--- src/rtl/dac_spi_writer.sv ---
// Serial DAC writer: accepts offset-binary codes over valid/ready, prepends a
// command field and shifts the frame out MSB-first in SPI mode 0.
module dac_spi_writer #(
  parameter int unsigned        DATA_WIDTH = 12,
  parameter int unsigned        CMD_BITS   = 4,
  parameter logic [CMD_BITS-1:0] CMD       = CMD_BITS'(4'b0011),
  parameter int unsigned        CLK_DIV    = 4
) (
  input  logic                  clk,
  input  logic                  rst,
  input  logic [DATA_WIDTH-1:0] s_data,
  input  logic                  s_valid,
  output logic                  s_ready,
  output logic                  cs_n,
  output logic                  sclk,
  output logic                  mosi,
  output logic                  busy,
  output logic                  frame_done
);

  localparam int unsigned FRAME = CMD_BITS + DATA_WIDTH;
  localparam int unsigned PH_W  = (CLK_DIV > 1) ? $clog2(CLK_DIV) : 1;
  localparam int unsigned BIT_W = $clog2(FRAME);
  localparam logic [PH_W-1:0]  PH_LAST  = PH_W'(CLK_DIV - 1);
  localparam logic [BIT_W-1:0] BIT_LAST = BIT_W'(FRAME - 1);

  typedef enum logic [1:0] {IDLE, SHIFT, TAIL, HOLD} state_e;

  state_e             state_q, state_d;
  logic [PH_W-1:0]    phase_q, phase_d;
  logic [BIT_W-1:0]   bit_q, bit_d;
  // Holds the bits still to be sent after the one currently on mosi.
  logic [FRAME-2:0]   shreg_q, shreg_d;
  logic               cs_n_q, cs_n_d;
  logic               sclk_q, sclk_d;
  logic               mosi_q, mosi_d;
  logic               s_ready_q, s_ready_d;
  logic               busy_q, busy_d;
  logic               frame_done_q, frame_done_d;
  logic [FRAME-1:0]   frame_in;
  logic               phase_end;

  assign frame_in  = {CMD, s_data};
  assign phase_end = (phase_q == PH_LAST);

  // Next-state and output logic.
  always_comb begin
    state_d      = state_q;
    phase_d      = phase_q;
    bit_d        = bit_q;
    shreg_d      = shreg_q;
    cs_n_d       = cs_n_q;
    sclk_d       = sclk_q;
    mosi_d       = mosi_q;
    s_ready_d    = s_ready_q;
    busy_d       = busy_q;
    frame_done_d = 1'b0;

    case (state_q)
      IDLE: begin
        cs_n_d    = 1'b1;
        sclk_d    = 1'b0;
        mosi_d    = 1'b0;
        busy_d    = 1'b0;
        s_ready_d = 1'b1;
        phase_d   = '0;
        bit_d     = '0;
        if (s_valid && s_ready_q) begin
          state_d   = SHIFT;
          shreg_d   = frame_in[FRAME-2:0];
          mosi_d    = frame_in[FRAME-1];
          cs_n_d    = 1'b0;
          s_ready_d = 1'b0;
          busy_d    = 1'b1;
        end
      end

      SHIFT: begin
        if (phase_end) begin
          phase_d = '0;
          if (!sclk_q) begin
            sclk_d = 1'b1;
          end else begin
            sclk_d = 1'b0;
            if (bit_q == BIT_LAST) begin
              state_d = TAIL;
            end else begin
              bit_d   = bit_q + BIT_W'(1);
              mosi_d  = shreg_q[FRAME-2];
              shreg_d = {shreg_q[FRAME-3:0], 1'b0};
            end
          end
        end else begin
          phase_d = phase_q + PH_W'(1);
        end
      end

      TAIL: begin
        if (phase_end) begin
          phase_d      = '0;
          state_d      = HOLD;
          cs_n_d       = 1'b1;
          mosi_d       = 1'b0;
          frame_done_d = 1'b1;
        end else begin
          phase_d = phase_q + PH_W'(1);
        end
      end

      HOLD: begin
        if (phase_end) begin
          phase_d   = '0;
          state_d   = IDLE;
          busy_d    = 1'b0;
          s_ready_d = 1'b1;
        end else begin
          phase_d = phase_q + PH_W'(1);
        end
      end

      default: state_d = IDLE;
    endcase
  end

  always_ff @(posedge clk or posedge rst) begin
    if (rst) begin
      state_q      <= IDLE;
      phase_q      <= '0;
      bit_q        <= '0;
      shreg_q      <= '0;
      cs_n_q       <= 1'b1;
      sclk_q       <= 1'b0;
      mosi_q       <= 1'b0;
      s_ready_q    <= 1'b0;
      busy_q       <= 1'b0;
      frame_done_q <= 1'b0;
    end else begin
      state_q      <= state_d;
      phase_q      <= phase_d;
      bit_q        <= bit_d;
      shreg_q      <= shreg_d;
      cs_n_q       <= cs_n_d;
      sclk_q       <= sclk_d;
      mosi_q       <= mosi_d;
      s_ready_q    <= s_ready_d;
      busy_q       <= busy_d;
      frame_done_q <= frame_done_d;
    end
  end

  assign s_ready    = s_ready_q;
  assign cs_n       = cs_n_q;
  assign sclk       = sclk_q;
  assign mosi       = mosi_q;
  assign busy       = busy_q;
  assign frame_done = frame_done_q;

endmodule
--- config.mk ---
export PLATFORM = sky130hd
export DESIGN_NAME = dac_spi_writer
export DESIGN_NICKNAME = d
export VERILOG_FILES = /design/src/rtl/dac_spi_writer.sv
export SDC_FILE = /design/constraint.sdc
export NUM_CORES = 1
export LEC_CHECK = 0
export ABC_AREA = 1
export ABC_CLOCK_PERIOD_IN_PS = 2150
export CAP_MARGIN = 20
export CORE_UTILIZATION = 50
export CTS_CLUSTER_DIAMETER = 60
export DETAILED_ROUTE_END_ITERATION = 8
export HOLD_SLACK_MARGIN = 0.1
export PLACE_DENSITY = 0.73
export SKIP_LAST_GASP = 1
export SLEW_MARGIN = 15
export SYNTH_ARGS = -nofsm -noshare
export SYNTH_HDL_FRONTEND = slang
export SYNTH_SLANG_ARGS = --single-unit
--- constraint.sdc ---
create_clock -name clk -period 2.15 [get_ports clk]
set_input_delay 0.215 -clock clk [delete_from_list [all_inputs] [get_ports clk]]
set_output_delay 0.215 -clock clk [all_outputs]
set_load 0.01 [all_outputs]
==> run_results.csv, run 1 <==
group,metric,value,unit
status,status,"finished, final reports clean",
worst_setup_path,crit_type,"flip-flop to flip-flop",
route,antenna_left,0,
power,netSwitchingFraction,0.448,
sta,slew_viol_final,0,
synthesis,postSynthCellCount,198,
clocking,clk_latency,330,ps
power,peakVddDrop,0.863,mV
sta,setup_viol,0,
cells_and_area,fin_nets,244,
placement,io_buffers,20,
grt,track_usage,0.229,
clocking,postCtsSetupBuffers,0,
synthesis,yosys_warnings,0,
route,firstDrtPassIters,4,
synthesis,yosysSeqAreaShare,0.455,
worst_setup_path,cp.arrival,2180,ps
clocking,clock_sinks,29,
grt,grt.overflow.total,0,
power,power.internal,1.52,mW
worst_setup_path,max_stage_delay,450,ps
cells_and_area,syn_to_final_growth,18.2,%
sta,max_freq,522,MHz
worst_setup_path,rrSetupSlack,230,ps
sta,worstMarginPinSlew,444,ps
clocking,clk_path_buf_depth,2,
worst_setup_path,required,2420,ps
clocking,path_clk_slew,90,ps
sta,hold_viol,0,
flow_run,drv_cap,0,
worst_setup_path,end_kind,"flip-flop",
floorplanning,die_w,58.5,um
cells_and_area,final_util,0.618,
route,drt_iter0_markers,67,
route,remaining_drc_errors,0,
placement,gp_congestion,0.868,
clocking,htree_levels,2,
sta,period_minus_slack,1920,ps
clocking,root_buffer,"clkbuf_4",
floorplanning,die_area,3430,um^2
synthesis,syn_avg_cell_area,8.07,um^2
sta,finalClockSkew,10.6,ps
power,pwr-share-seq,0.343,
power,finalPower,2.75,mW
sta,finalCritPeriodShare,0.891,
synthesis,yosys_most_used_dff,"dfrtp_1",
route,route.detailed.wl_per_inst,12.2,um
synthesis,yosys_register_bits,29,
clocking,ctsResizeCount,0,
synthesis,syn-cell-area,1600,um^2
route,wl,3240,um
floorplanning,start_util,0.523,
grt,first_global_vias,1334,
route,via_per_inst,5.22,
cells_and_area,n_antenna_cell,0,
cells_and_area,drive_gt1_frac,0.0860,
sta,relSlewSlack,0.704,
clocking,cts_hold_buf,0,
grt,grt_pass1_wl,5840,um
worst_hold_path,hp-class,"primary input to async pin",
worst_setup_path,crit_slowest_cell,"ha_1",
power,power_frac_clock,0.121,
grt,grt_max_degree,30,
sta,rsz0062_at_grt,"false",
power,combPwrFrac,0.536,
sta,finalSetupTns,0,ps
grt,antenna_found_initial,0,
worst_setup_path,crit_start,"state_q[1]",
worst_setup_path,path_max_fanout,18,
floorplanning,core_area,3050,um^2
placement,dpl.hpwl,2370,um
worst_setup_path,crit_chain,"inv_1 -> ha_1 -> nand4_4 -> nand3_4 -> nand2_1 -> nand2_1",
floorplanning,fp.dieH,58.5,um
clocking,cts_tree,"built",
floorplanning,io_pins,21,
power,power_density,1450,nW/um^2
worst_setup_path,cp_common_cell,"nand2_1",
route,routed-via-count,1384,
synthesis,synth-async-reset-ratio,1.00,
synthesis,synth_edf_count,0,
power,p_sw,1.23,mW
worst_setup_path,cp-start-kind,"flip-flop",
synthesis,syn_nets,221,
worst_setup_path,r2r_start,"state_q[1]",
floorplanning,floorplan.rows,20,
synthesis,synthDistinctLibCells,26,
power,power_leakage,0.979,nW
clocking,numCtsBuffers,5,
-- critical path, delay by kind of cell, from the launching register on --
kind | cells | cell delay, ps
buffers and inverters | 1 | 140
adder cells (fa/ha/maj) | 1 | 450
AND/OR/NAND/NOR | 4 | 820
flip-flops | 1 | 440
-- cells by family (layout without fill, tap and decap cells) --
| kind of cell | count (synthesis) | count (layout) | synth area share |
|---|---|---|---|
| flops | 29 | 29 | 0.455 |
| fa+ha+maj | 8 | 8 | 0.0626 |
| simple gates | 121 | 121 | 0.346 |
| compound gates | 17 | 17 | 0.0666 |
| buf+inv | 22 | 45 | 0.0642 |
| xor+xnor | 1 | 1 | 0.00548 |
-- cells in the final DEF (no fill, tap or decap) --
cell type         n
nand4_1          19
nor2_2            1
buf_4             4
dfstp_2           1
o21ai_0           9
clkbuf_4          5
clkdlybuf4s50_1  20
nand3_1           5
a21oi_1           2
nand2_1          86
o21ai_1           1
clkbuf_8          1
clkbuf_1          1
nand4_4           1
nor2_1            3
ha_1              8
nor3_1            1
inv_1            14
o211ai_1          1
or2_2             3
a21oi_4           1
o21a_1            3
nand2_2           1
xor2_1            1
dfrtp_1          28
nand3_4           1
-- routing by layer --
layer,GRT usage,wire length (um),vias up,share of wire
met1,0.294,1500,648,0.46
met2,0.360,1550,32,0.48
met5,0,0,-,0
li1,-,-,697,-
met4,0.0884,47,0,0.015
met3,0.0747,145,7,0.045
-- stage by stage --
step                area (um^2)  setup WS [ps]  hold WS, ps  cells
finish                     1890            235          245    265
global route               1890           93.5          293    265
floorplan                  1600            621          292    198
CTS                        1890            264          252    265
detailed placement         1830            293          424    258
global placement           1830            398          419    258
-- cells in the mapped netlist (2+ instances only) --
cell     count  share of area
nand4_1     19          0.074
nand2_1     86           0.20
or2_2        3          0.012
a21oi_1      2         0.0063
buf_2        3         0.0094
o21ai_0      9          0.028
ha_1         8          0.063
o21a_1       3          0.014
nor2_1       3         0.0070
nand3_1      5          0.016
buf_4        2         0.0094
dfrtp_1     28           0.44
inv_1       14          0.033
-- power groups by stage --
stage | Clock (mW) | Sequential [mW] | Combinational [mW]
CTS | 0.341 | 0.943 | 1.48
floorplan | 0 | 0.933 | 1.11
global placement | 0 | 0.936 | 1.42
finish | 0.331 | 0.943 | 1.47
global route | 0.372 | 0.971 | 1.70
detailed placement | 0 | 0.950 | 1.48
-- final timing paths --
kind                                    end  cells past startpoint
worst min register to register   phase_q[0]                      1
min in group clk                 phase_q[0]                      1
worst max register to register  shreg_q[10]                      6
max in group asynchronous              cs_n                      3
worst max-delay path            shreg_q[10]                      6
worst min-delay path             shreg_q[6]                      3
-- final cells by class --
cell class / count / area [um^2]
fillers: 279 / 1160
repair buffers: 24 / 230
well taps: 44 / 55.1
flip-flops and latches: 29 / 727
clock buffers: 7 / 55.1
multi-input cells: 147 / 768
inverters: 14 / 52.6
-- registers in the layout (all words and copies together), names as in the netlist --
register    count
sclk            1
s_ready         1
bit_q           4
phase_q         2
busy            1
shreg_q        15
mosi            1
frame_done      1
state_q         2
cs_n            1
No activity file was read; power rests on OpenSTA's default activity.
==> run 2, diff against run 1 <==
--- a/config.mk
+++ b/config.mk
@@ -6,13 +6,14 @@
 export NUM_CORES = 1
 export LEC_CHECK = 0
 export ABC_AREA = 1
-export ABC_CLOCK_PERIOD_IN_PS = 2150
 export CAP_MARGIN = 20
-export CORE_UTILIZATION = 50
+export CELL_PAD_IN_SITES_DETAIL_PLACEMENT = 1
+export CELL_PAD_IN_SITES_GLOBAL_PLACEMENT = 2
+export CORE_UTILIZATION = 32
 export CTS_CLUSTER_DIAMETER = 60
 export DETAILED_ROUTE_END_ITERATION = 8
 export HOLD_SLACK_MARGIN = 0.1
-export PLACE_DENSITY = 0.73
+export PLACE_DENSITY_LB_ADDON = 0.1
 export SKIP_LAST_GASP = 1
 export SLEW_MARGIN = 15
 export SYNTH_ARGS = -nofsm -noshare
==> run_results.csv, run 2 (synthesis gave the netlist of run 1 again) <==
group,metric,value,unit
sta,max_freq,527,MHz
power,power_density,1500,nW/um^2
sta,finalClockSkew,7.17,ps
route,drt_iter0_markers,37,
sta,rsz0062_at_grt,"false",
cells_and_area,syn_to_final_growth,24.1,%
route,via_per_inst,4.69,
grt,grt_max_degree,19,
cells_and_area,n_antenna_cell,0,
route,antenna_left,0,
power,power_leakage,1.01,nW
worst_setup_path,path_delay_family,"simple AND/OR/NAND/NOR gates",
sta,finalSetupTns,0,ps
clocking,postCtsSetupBuffers,0,
status,status,"finished, final reports clean",
grt,track_usage,0.168,
floorplanning,io_pins,21,
worst_setup_path,cp_common_cell,"nand2_1",
placement,gp_congestion,0.778,
worst_setup_path,cp_num_buf_inv,1,
worst_setup_path,required,2370,ps
clocking,numCtsBuffers,5,
worst_setup_path,crit_slowest_cell,"ha_1",
sta,finalCritPeriodShare,0.882,
route,route.detailed.wl_per_inst,13.6,um
clocking,clk_latency,280,ps
clocking,root_buffer,"clkbuf_8",
power,finalPower,2.98,mW
cells_and_area,final_cell_mix,"86 x nand2_1, 28 x dfrtp_1, 20 x clkdlybuf4s50_1",
cells_and_area,drive_gt1_frac,0.0987,
sta,worstMarginPinSlew,582,ps
grt,grt.overflow.total,0,
clocking,cts_hold_buf,0,
route,routed-via-count,1360,
worst_hold_path,hp-class,"primary input to async pin",
clocking,ctsResizeCount,0,
floorplanning,start_util,0.336,
floorplanning,fp.dieH,72.7,um
sta,slew_viol_final,0,
worst_setup_path,end_kind,"flip-flop",
clocking,clock_sinks,29,
worst_setup_path,cp.arrival,2110,ps
grt,grt_pass1_wl,6780,um
floorplanning,floorplan.rows,25,
cells_and_area,top_regs,"shreg_q (15), bit_q (4)",
cells_and_area,mostFrequentLayoutCell,"nand2_1",
route,wl,3940,um
placement,io_buffers,20,
sta,fin_hold_ws,300,ps
clocking,path_clk_slew,60,ps
clocking,htree_levels,2,
worst_setup_path,max_stage_delay,440,ps
cells_and_area,largest_reg_flops,15,
floorplanning,die_w,72.7,um
worst_setup_path,cp-start-kind,"flip-flop",
clocking,cts_tree,"built",
sta,hold_viol,0,
route,firstDrtPassIters,4,
route,remaining_drc_errors,0,
cells_and_area,fin_nets,245,
worst_setup_path,crit_type,"flip-flop to flip-flop",
worst_setup_path,path_max_fanout,18,
flow_run,drv_cap,0,
cells_and_area,top_register,"shreg_q",
placement,dpl.hpwl,2880,um
cells_and_area,fillers,595,
power,peakVddDrop,0.413,mV
sta,relSlewSlack,0.611,
floorplanning,core_area,4750,um^2
worst_setup_path,crit_chain,"inv_1 -> ha_1 -> nand4_4 -> nand3_4 -> nand2_1 -> nand2_1",
grt,first_global_vias,1384,
sta,period_minus_slack,1900,ps
grt,antenna_found_initial,0,
clocking,clk_path_buf_depth,2,
floorplanning,die_area,5280,um^2
sta,setup_viol,0,
==> run 2: cell types whose count changed in the layout (fill, tap and decap cells not counted) <==
| cell | change |
|---|---|
| clkbuf_8 | +6 |
| clkbuf_4 | -5 |
| buf_12 | +1 |
| clkbuf_1 | -1 |
| clkinv_2 | +1 |
==> run 2: area by class of cell <==
type	instances	area [um^2]	area share
clock buffer	7	96.3	0.0486
tap	67	83.8	0.0423
multi-input combinational	147	768	0.387
inverter	14	52.6	0.0265
timing repair buffer	25	250	0.126
clock inverter	1	5.00	0.00252
sequential	29	727	0.367
==> run 2: routing by layer <==
layer  track usage  vias up  share of wire
li1              -      694              -
met1         0.237      640           0.50
met2         0.255       19           0.45
met3        0.0290        7          0.029
met4        0.0654        0          0.015
met5             0        -              0
==> run 2: final timing paths <==
kind	slack, ps	to	cells past startpoint	startpoint
max reg2reg	250	shreg_q[4]	6	state_q[1]
min in group clk	440	phase_q[0]	1	phase_q[0]
max	250	shreg_q[4]	6	state_q[1]
min	300	sclk	2	rst
max in group asynchronous	1350	bit_q[3]	3	rst
min reg2reg	440	phase_q[0]	1	phase_q[0]
==> run 2: per-stage QoR <==
stage / cell area [um^2] / setup WS, ps / util / std cells
4_1_cts: 1980 / 245 / 0.417 / 290
6_report: 1980 / 253 / 0.417 / 290
3_5_place_dp: 1880 / 258 / 0.396 / 282
5_1_grt: 1980 / 79.7 / 0.417 / 290
2_1_floorplan: 1600 / 621 / - / 198
3_3_place_gp: 1880 / 376 / 0.396 / 282
==> run 2: worst reg2reg max path, cell delays in order, from the launching register on <==
cell	delay, ps
dfrtp_1	410
inv_1	140
ha_1	440
nand4_4	370
nand3_4	330
nand2_1	80
nand2_1	70
==> run 2: report_power, final <==
part / leakage [nW] / internal, mW / switching [mW]
Clock: 0.0542 / 0.289 / 0.203
Sequential: 0.366 / 0.795 / 0.149
Combinational: 0.591 / 0.583 / 0.958
Total: 1.01 / 1.67 / 1.31
==> run 3, diff against run 2 <==
--- a/config.mk
+++ b/config.mk
@@ -19,3 +19,4 @@
 export SYNTH_ARGS = -nofsm -noshare
 export SYNTH_HDL_FRONTEND = slang
 export SYNTH_SLANG_ARGS = --single-unit
+export TNS_END_PERCENT = 50
==> results of run 3 <==
Same layout as run 2: the final DEF is identical, and so are final timing and power.
